`config.mk`:
```
export PLATFORM = sky130hd
export DESIGN_NAME = dll_tx_seq_tracker
export DESIGN_NICKNAME = d
export VERILOG_FILES = /design/src/rtl/dll_tx_seq_tracker.sv
export SDC_FILE = /design/constraint.sdc
export NUM_CORES = 1
export LEC_CHECK = 0
export CAP_MARGIN = 40
export CORE_ASPECT_RATIO = 0.75
export CORE_MARGIN = 5
export CORE_UTILIZATION = 55
export CTS_BUF_LIST = sky130_fd_sc_hd__clkbuf_8
export DETAILED_ROUTE_END_ITERATION = 10
export DONT_BUFFER_PORTS = 1
export PLACE_DENSITY = 0.7
export SETUP_SLACK_MARGIN = 0.15
export SKIP_CTS_REPAIR_TIMING = 1
export SYNTH_ARGS = -nofsm -noshare
export SYNTH_HDL_FRONTEND = slang
export SYNTH_SLANG_ARGS = --single-unit
```
`constraint.sdc`:
```
create_clock -name clk -period 8.9 [get_ports clk]
set_input_delay 1.78 -clock clk [delete_from_list [all_inputs] [get_ports clk]]
set_output_delay 1.78 -clock clk [all_outputs]
set_load 0.005 [all_outputs]
```
`src/rtl/dll_tx_seq_tracker.sv`:
```
// dll_tx_seq_tracker: registers transmit TLP beats, stamps each TLP with a
// 12-bit sequence number, marks first/last beats and tracks retry-buffer
// space through a FIFO of outstanding TLPs that Ack DLLPs retire.
// Optional build macro: DLL_TX_SEQ_CHECK_EN compiles in the sticky protocol
// checker that drives err_o; without it err_o is tied low.
//
// Handshake: there is no back-pressure. Every cycle carries one beat code on
// req_i; ack_en_i is a one-cycle strobe qualifying ack_seq_i. Outputs follow
// their input beat by exactly one clock.
module dll_tx_seq_tracker #(
  parameter int RETRY_DEPTH_LG2 = 8,
  parameter int OUTST_DEPTH_LG2 = 5
) (
  input  logic                       clk,
  input  logic                       rst_n,
  input  logic [255:0]               tlp_i,
  input  logic [2:0]                 req_i,
  input  logic                       ack_en_i,
  input  logic [11:0]                ack_seq_i,
  output logic [255:0]               tlp_o,
  output logic [2:0]                 req_o,
  output logic [11:0]                seq_o,
  output logic                       sof_o,
  output logic                       eof_o,
  output logic [RETRY_DEPTH_LG2+2:0] retry_buffer_leftover_cnt_o,
  output logic                       outst_full_o,
  output logic                       err_o
);
  localparam int CNT_W = RETRY_DEPTH_LG2 + 3;
  localparam int SUM_W = CNT_W + 9;
  localparam int DEPTH = 1 << OUTST_DEPTH_LG2;
  localparam logic [CNT_W-1:0] CAP   = CNT_W'(1) << (RETRY_DEPTH_LG2 + 2);
  localparam logic [SUM_W-1:0] CAP_W = SUM_W'(CAP);

  localparam logic [2:0] REQ_P_HDR    = 3'd1;
  localparam logic [2:0] REQ_P_DATA   = 3'd2;
  localparam logic [2:0] REQ_NP_HDR   = 3'd3;
  localparam logic [2:0] REQ_CPL_HDR  = 3'd5;
  localparam logic [2:0] REQ_CPL_DATA = 3'd6;

  typedef enum logic {ST_IDLE = 1'b0, ST_DATA = 1'b1} state_t;

  state_t      state_q, state_d;
  logic [7:0]  rem_q, rem_d;
  logic        is_hdr, is_data;
  logic [9:0]  len;
  logic [7:0]  data_beats;
  logic [7:0]  units;
  logic        sof_d, eof_d;
  logic [11:0] next_seq_q;

  logic [11:0]              seq_mem   [DEPTH];
  logic [7:0]               units_mem [DEPTH];
  logic [OUTST_DEPTH_LG2-1:0] rd_ptr, wr_ptr;
  logic [OUTST_DEPTH_LG2:0]   occ;
  logic        ack_v_q;
  logic [11:0] ack_seq_q;
  logic [11:0] head_seq, seq_dist;
  logic [7:0]  head_units;
  logic        push, retire;
  logic [CNT_W-1:0] left_q, left_d;
  logic [SUM_W-1:0] sum, debit;

  // Decode the incoming beat; Length 0 means 1024 DW, i.e. 128 data beats.
  always_comb begin
    is_hdr  = (req_i == REQ_P_HDR) || (req_i == REQ_NP_HDR) || (req_i == REQ_CPL_HDR);
    is_data = (req_i == REQ_P_DATA) || (req_i == REQ_CPL_DATA);
    len     = tlp_i[9:0];
    if (!tlp_i[30])        data_beats = 8'd0;
    else if (len == 10'd0) data_beats = 8'd128;
    else                   data_beats = 8'(({1'b0, len} + 11'd7) >> 3);
    units   = data_beats + 8'd1;
  end

  // FSM state register and remaining-data-beat counter.
  always_ff @(posedge clk) begin
    if (!rst_n) begin
      state_q <= ST_IDLE;
      rem_q   <= 8'd0;
    end else begin
      state_q <= state_d;
      rem_q   <= rem_d;
    end
  end

  // Next state: a header always opens a new TLP; data beats count down in DATA,
  // any other code leaves the count untouched.
  always_comb begin
    state_d = state_q;
    rem_d   = rem_q;
    if (is_hdr) begin
      rem_d   = data_beats;
      state_d = (data_beats != 8'd0) ? ST_DATA : ST_IDLE;
    end else if (state_q == ST_DATA && is_data) begin
      rem_d = rem_q - 8'd1;
      if (rem_q == 8'd1) state_d = ST_IDLE;
    end
  end

  // FSM outputs: framing of the beat being registered this cycle.
  always_comb begin
    sof_d = is_hdr;
    eof_d = is_hdr ? (data_beats == 8'd0)
                   : (state_q == ST_DATA && is_data && rem_q == 8'd1);
  end

  // Output beat register and sequence-number allocation.
  always_ff @(posedge clk) begin
    if (!rst_n) begin
      tlp_o      <= '0;
      req_o      <= 3'd0;
      seq_o      <= 12'd0;
      sof_o      <= 1'b0;
      eof_o      <= 1'b0;
      next_seq_q <= 12'd0;
    end else begin
      tlp_o <= tlp_i;
      req_o <= req_i;
      sof_o <= sof_d;
      eof_o <= eof_d;
      if (is_hdr) begin
        seq_o      <= next_seq_q;
        next_seq_q <= next_seq_q + 12'd1;
      end
    end
  end

  assign outst_full_o = (occ == (OUTST_DEPTH_LG2 + 1)'(DEPTH));
  assign head_seq     = seq_mem[rd_ptr];
  assign head_units   = units_mem[rd_ptr];
  assign seq_dist     = ack_seq_q - head_seq;
  assign push         = is_hdr && !outst_full_o;
  // Head is covered by the Ack when it lies at most 2047 behind it (mod 4096).
  assign retire       = ack_v_q && (occ != '0) && !seq_dist[11];

  // Outstanding table storage; contents are don't-care while unoccupied.
  always_ff @(posedge clk) begin
    if (push) begin
      seq_mem[wr_ptr]   <= next_seq_q;
      units_mem[wr_ptr] <= units;
    end
  end

  // Table pointers, occupancy and the latched Ack sequence number.
  always_ff @(posedge clk) begin
    if (!rst_n) begin
      rd_ptr    <= '0;
      wr_ptr    <= '0;
      occ       <= '0;
      ack_v_q   <= 1'b0;
      ack_seq_q <= 12'd0;
    end else begin
      if (push)   wr_ptr <= wr_ptr + 1'b1;
      if (retire) rd_ptr <= rd_ptr + 1'b1;
      if (push && !retire)      occ <= occ + 1'b1;
      else if (!push && retire) occ <= occ - 1'b1;
      if (ack_en_i) begin
        ack_v_q   <= 1'b1;
        ack_seq_q <= ack_seq_i;
      end
    end
  end

  // Net leftover update: credit of the retired head minus debit of the new
  // entry in one step, saturated to the range 0..CAP.
  always_comb begin
    sum   = SUM_W'(left_q) + (retire ? SUM_W'(head_units) : '0);
    debit = push ? SUM_W'(units) : '0;
    if (sum < debit)              left_d = '0;
    else if (sum - debit > CAP_W) left_d = CAP;
    else                          left_d = CNT_W'(sum - debit);
  end

  // Leftover retry-buffer units register.
  always_ff @(posedge clk) begin
    if (!rst_n) left_q <= CAP;
    else        left_q <= left_d;
  end

  assign retry_buffer_leftover_cnt_o = left_q;

`ifdef DLL_TX_SEQ_CHECK_EN
  logic err_q;
  logic proto_err;

  assign proto_err = (is_data && state_q == ST_IDLE) ||
                     (is_hdr && state_q == ST_DATA) ||
                     (is_hdr && outst_full_o) ||
                     (push && (SUM_W'(units) > SUM_W'(left_q)));

  // Sticky protocol error flag, cleared only by reset.
  always_ff @(posedge clk) begin
    if (!rst_n)         err_q <= 1'b0;
    else if (proto_err) err_q <= 1'b1;
  end

  assign err_o = err_q;
`else
  assign err_o = 1'b0;
`endif

endmodule

```
### Yosys cells after proc, flatten, opt, wreduce, memory -nomap -nowiden

Memories as Yosys holds them, arrays and structs flattened. A register that Yosys moved wholly into a read port is not among the register bits.
Index checks and enable logic that the tools add are counted.

| word-level totals | value |
|---|---|
| flip-flop bits (word level) | 334 |
| RAM bits | 640 |
| output and inout port bits | 286 |
| word-level logic and storage cells | 82 |
| memories | 2 |

| cells by class | value |
|---|---|
| add/subtract/negate cells | 11 |
| magnitude comparators | 2 |
| equality and inequality tests | 7 |
| mux-type cells | 21 |
| bitwise gates (word level) | 1 |
| reduce and logical (&&, ||, !) cells | 23 |

Memories:

| memory | depth | width | rd ports | clocked after Yosys merged registers in | write ports | line | text |
|---|---|---|---|---|---|---|---|
| seq_mem | 32 | 12 | 1 | 1 | 1 | 52 | `logic [11:0] seq_mem [DEPTH];` |
| units_mem | 32 | 8 | 1 | 1 | 1 | 53 | `logic [7:0] units_mem [DEPTH];` |

Operators with widths:

| operator | number |
|---|---|
| two-way mux 8 bit | 6 |
| two-way mux 11 bit | 2 |
| greater-than comparator 20 x 11 -> 1 bit, second input constant | 1 |
| two-way mux 5 bit | 4 |
| subtractor 12 x 8 -> 13 bit | 1 |
| adder 11 x 8 -> 12 bit | 1 |
| adder 12 x 1 -> 12 bit, second input constant | 1 |
| < comparator 12 x 8 -> 1 bit | 1 |
| two-way mux 6 bit | 2 |
| subtractor 12 bit | 1 |
| adder 10 x 3 -> 11 bit, second input constant | 1 |
| adder 5 x 1 -> 5 bit, second input constant | 2 |
| logical NOT 10 bit | 1 |
| adder 8 x 1 -> 8 bit, second input constant | 1 |
| equality test 8 x 1 -> 1 bit, second input constant | 1 |
| logical NOT 8 bit | 1 |
| nonzero test 8 bit | 1 |
| subtractor 8 x 1 -> 8 bit, second input constant | 1 |
| logical AND 1 bit | 7 |
| two-way mux 1 bit | 7 |
| adder 6 x 1 -> 6 bit, second input constant | 1 |
| equality test 3 x 2 -> 1 bit, second input constant | 2 |
| equality test 3 bit, second input constant | 2 |
| equality test 6 bit, second input constant | 1 |
| other kinds (9) | 16 |

### Depth between registers and ports, before layout

| logic depth | value |
|---|---|
| depth in word-level cells | 9 |
| mapped depth | 30 |
| mapped depth without buffers | 25 |

### Least setup slack after synthesis

Ideal clock, no wire load.

| timing | value |
|---|---|
| path type | register to register |
| from | register with a tool-made name |
| to | register left_q[1] (netlist: retry_buffer_leftover_cnt_o[1]) |
| arrival time | 7514 ps |
| required time | 8804 ps |
| slack | 1289 ps |
| cell stages (with the launch flop) | 30 |
| clock period less this slack | 7611 ps |
| cell sequence | dfxtp_1 -> buf_2 -> buf_6 -> buf_2 -> buf_2 -> buf_1 -> mux4_2 -> mux4_2 -> mux2i_1 -> ha_1 -> a21oi_1 -> o21ai_0 -> a221oi_1 -> nand4_1 -> a21oi_4 -> buf_6 -> and2b_1 -> ha_1 -> nor2b_1 -> o31ai_1 -> nand2b_1 -> a21oi_1 -> xnor2_1 -> ha_1 -> or3_1 -> o32ai_1 -> xnor2_1 -> o41ai_1 -> a311oi_2 -> nor4b_1 |

RTL lines:

| what | line | text |
|---|---|---|
| end signal, assigned | 177 | `else left_q <= left_d;` |
| end, declared | 61 | `logic [CNT_W-1:0] left_q, left_d;` |

==> results.txt <==
The flow ran to the end, and the final reports show no timing, DRC or antenna violations. In this run the static leakage power is ~14 nW. Before antenna repair, the detailed router went through 8 iterations.

The library cell appearing most often on the critical path is sky130_fd_sc_hd__ha_1. The final net count came out at ~2,500. The largest driver fanout on the critical path came out at 31.

The synthesis-to-layout area growth came out at 13.5%. Dividing the synthesized area by the synthesized cell count gives between 15 and 20 um2. The x dimension of the die is 306 um. The via total after detailed routing is about 20,000. Dividing the detail-routed via count by the number of cells gives between 6 and 7.

The floorplan has 81 rows. The share of final-layout standard cells stronger than drive strength 1 is 0.224. The most used flip-flop cell after synthesis is sky130_fd_sc_hd__edfxtp_1. The largest net degree at the start of global routing came out at ~270. After global routing the overflow that remains totals 0.

The clock-pin slew on the worst setup and hold paths came out at approximately 0.06 ns. The remaining design rule violation count is 0. The library cell occupying the most area in the post-synthesis netlist is sky130_fd_sc_hd__edfxtp_1. The critical-path cell with the highest stage delay is sky130_fd_sc_hd__o31ai_1. Clock tree synthesis inserted a total of around 140 buffers. The signal on the critical path passes through buf_12, mux4_2, mux4_2, mux2i_1, ha_1, and4_1, a221oi_1, nand4_1, a21oi_4, and2b_1, ha_1, nor2b_1, o31ai_1, nand2b_1, a21oi_1, xnor2_1, ha_1, or3_1, o32ai_1, o21ba_2, a21boi_0, nor2_1, nor4b_1. The number of antenna violations at the first check in global routing is 24.

The start-to-end type of the worst setup path is flip-flop to flip-flop. The first global-routing pass estimated approximately 150,000 um of wire. The via count of the first global-routing pass came out at 19,597. The utilization of the core after routing came out at 0.630. The clock sink count is about 980. Yosys mapped the design onto between 60 and 70 distinct sky130hd cell types. The master cell of the clock root buffer is sky130_fd_sc_hd__clkbuf_8. The overall routed net length is between 100,000 and 150,000 um. In the finished design, the share of the clock period the worst path needs comes to 0.916.

The count of nets left with antenna violations once routing finished came out at 0. Routability-driven placement finished with a final weighted congestion of roughly 1.1. The DRC violation total after the first TritonRoute iteration is between 2,000 and 2,500. The average detailed-routed wire length per instance is between 30 and 40 um. The post-route minimum period came out at between 8 and 9 ns. Pin placement for this block handled 560 I/O pins.

The finished layout cell area is around 0.041 mm2. The fraction of the yosys area taken by sequential cells is 0.719. Derived from the worst setup path, the maximum achievable clock frequency is 123 MHz. The type of the tightest min-delay check is flip-flop to flip-flop. The data arrival time at the worst-slack endpoint came out at slightly below 9 ns. On the worst path, the slowest cell contributes a delay of ~0.62 ns.

The placed wire-length estimate after detailed placement came out at between 70,000 and 80,000 um. In the synthesized netlist, the cells that appear most often are sky130_fd_sc_hd__edfxtp_1, sky130_fd_sc_hd__dfxtp_1, sky130_fd_sc_hd__and2_1. The filler cell count came out at between 4,000 and 5,000. The post-route total power came out at approximately 9.9 mW. At the pin with the least slew margin, the transition time is between 0.9 and 1 ns.

The final number of max-transition violations came out at 0. The die covers between 0.07 and 0.08 mm2. The relative max-transition margin came out at 0.372.

During placement, the flow inserted port buffers numbering 0. TritonCTS built the clock tree. When the netlist entered floorplanning its net count stood at ~2,400. Summed over all failing endpoints, the final setup total negative slack is 0 ns. The number of levels the H-tree was split into is 4. The total routing usage reported by global routing came out at 0.309. The worst clock skew is 0.0307 ns.

The most common cell in the synthesized netlist is sky130_fd_sc_hd__edfxtp_1. The proportion of synthesized flip-flops having asynchronous set or reset came out at 0. The floorplan die height is ~230 um. The cell count after synthesis came out at ~2,100. STA classifies the critical path startpoint as a flip-flop. Setup violations remaining at the end of the flow were counted as 0. The worst setup path is captured at a flip-flop. Across the VDD grid, the largest voltage drop is about 0.16 mV. The power density over the cells is 241 mW/mm2. Counting along the longest clock path gives a buffer depth of 3.

After synthesis the cells add up to 0.0362 mm2. The count of flip-flops with a built-in enable after synthesis is 640. For the worst-skew pair, the clock arrives at the later sink with an insertion delay of ~0.82 ns. The number of warnings reported in the yosys synthesis log is 0. The endpoint required time on the critical path is around 9.6 ns. The area inside the core boundary is about 0.065 mm2. In this run, synthesis produced a sequential element count of approximately 1,000. In this run the cell area measured after placement is approximately 0.038 mm2. The final hold slack is slightly below 0.5 ns.

Setup repair after global routing left no endpoint under its margin. The top-area cell type share of the netlist area came out at 0.531. The count of max-cap constraint violations is 0. In the post-synthesis netlist, the biggest area contributors are sky130_fd_sc_hd__edfxtp_1, sky130_fd_sc_hd__dfxtp_1, sky130_fd_sc_hd__mux4_2. The final hold violation count is 0. For this configuration, the core starts out at a cell density of 0.555.
==> report_power, final <==
group	internal, mW	switching [mW]
combinational	0.618	0.718
clock	1.72	1.73
sequential	4.96	0.160
==> per-stage QoR <==
stage | std cells | setup WS (ns)
after global routing | 3189 | 0.192
after CTS | 3184 | 0.873
final | 3207 | 0.747
after global placement | 2890 | 1.10
after detailed placement | 2931 | 0.912
after floorplan | 2082 | 1.29
==> kinds of logic (layout without fill, tap and decap cells) <==
| kind of cell | after synthesis | after routing | synth area share |
|---|---|---|---|
| buffers and inverters | 120 | 351 | 0.0133 |
| XOR/XNOR | 43 | 43 | 0.0104 |
| AO/OA/AOI/OAI | 131 | 131 | 0.0256 |
| AND/OR/NAND/NOR | 515 | 515 | 0.0788 |
| other | 1 | 24 | 0.000104 |
| adder cells (fa/ha/maj) | 44 | 44 | 0.0158 |
| multiplexers | 249 | 249 | 0.137 |
| flip-flops | 979 | 979 | 0.719 |
==> cell usage in the layout, fill, tap and decap left out, types with 9 or more instances in the layout <==
| cell | count |
|---|---|
| sky130_fd_sc_hd__buf_16 | 12 |
| sky130_fd_sc_hd__clkinv_2 | 16 |
| sky130_fd_sc_hd__inv_1 | 69 |
| sky130_fd_sc_hd__mux2i_1 | 51 |
| sky130_fd_sc_hd__buf_12 | 26 |
| sky130_fd_sc_hd__nor2_1 | 68 |
| sky130_fd_sc_hd__edfxtp_1 | 640 |
| sky130_fd_sc_hd__nor2_4 | 30 |
| sky130_fd_sc_hd__xnor2_1 | 23 |
| sky130_fd_sc_hd__and2_1 | 258 |
| sky130_fd_sc_hd__nand2_1 | 55 |
| sky130_fd_sc_hd__diode_2 | 23 |
| sky130_fd_sc_hd__clkinv_1 | 16 |
| sky130_fd_sc_hd__o21ai_0 | 15 |
| sky130_fd_sc_hd__mux4_2 | 197 |
| sky130_fd_sc_hd__o21a_1 | 9 |
| sky130_fd_sc_hd__ha_1 | 41 |
| sky130_fd_sc_hd__nand2b_1 | 9 |
| sky130_fd_sc_hd__nor3_1 | 14 |
| sky130_fd_sc_hd__clkbuf_8 | 159 |
| sky130_fd_sc_hd__buf_4 | 29 |
| sky130_fd_sc_hd__a22o_1 | 10 |
| sky130_fd_sc_hd__nand3_1 | 13 |
| sky130_fd_sc_hd__a21oi_1 | 31 |
| sky130_fd_sc_hd__dfxtp_1 | 334 |
| sky130_fd_sc_hd__xor2_1 | 15 |
==> critical path: cells and delay by family (launching register included) <==
| family | cells | cell delay [ns] |
|---|---|---|
| AOI/OAI and AO/OA | 7 | 2.90 |
| xor gates and xnor gates | 1 | 0.09 |
| adders and majority gates | 3 | 0.83 |
| buffers and inverters | 1 | 0.32 |
| DFF | 1 | 0.61 |
| muxes | 3 | 1.31 |
| and+or+nand+nor | 8 | 1.98 |
==> final cells by class <==
type                       count  area, um2  area share
timing repair buffer          72       1140      0.0278
clock buffer                 159       2190      0.0533
multi-input combinational    983       9960       0.243
sequential                   979      26000       0.633
inverter                      26       97.6     0.00238
antenna                       23       57.6     0.00140
clock inverter                94        519      0.0126
tap                          871       1090      0.0265
==> per-layer routing <==
metal  vias to the layer above  routed length, um  part of all wire  GRT usage
li1                       8202                  -                 -          -
met1                     10315              45000              0.40      0.437
met2                      1280              49100              0.44      0.436
met3                       153              15700              0.14      0.149
met4                         6               1830             0.016     0.0762
met5                         -                243            0.0022     0.0219
==> final timing paths <==
path | startpoint | endpoint | slack (ns) | depth (start not counted)
worst max-delay path | flip-flop | retry_buffer_leftover_cnt_o[5] | 0.75 | 23
worst min-delay path | ack_v_q | ack_v_q | 0.49 | 2
worst max register to register | flip-flop | retry_buffer_leftover_cnt_o[5] | 0.75 | 23
worst min register to register | ack_v_q | ack_v_q | 0.49 | 2
==> sequential cells by signal, summed over array words and instances, names as in the netlist, 5 cells and up, named ones only <==
register and flops:
rd_ptr 5, units_mem 256, tlp_o 256, ack_seq_q 12, rem_q 8, retry_buffer_leftover_cnt_o 11
next_seq_q 12, occ 6, seq_o 12, seq_mem 384, wr_ptr 5
(Power assumes the default switching activity.)
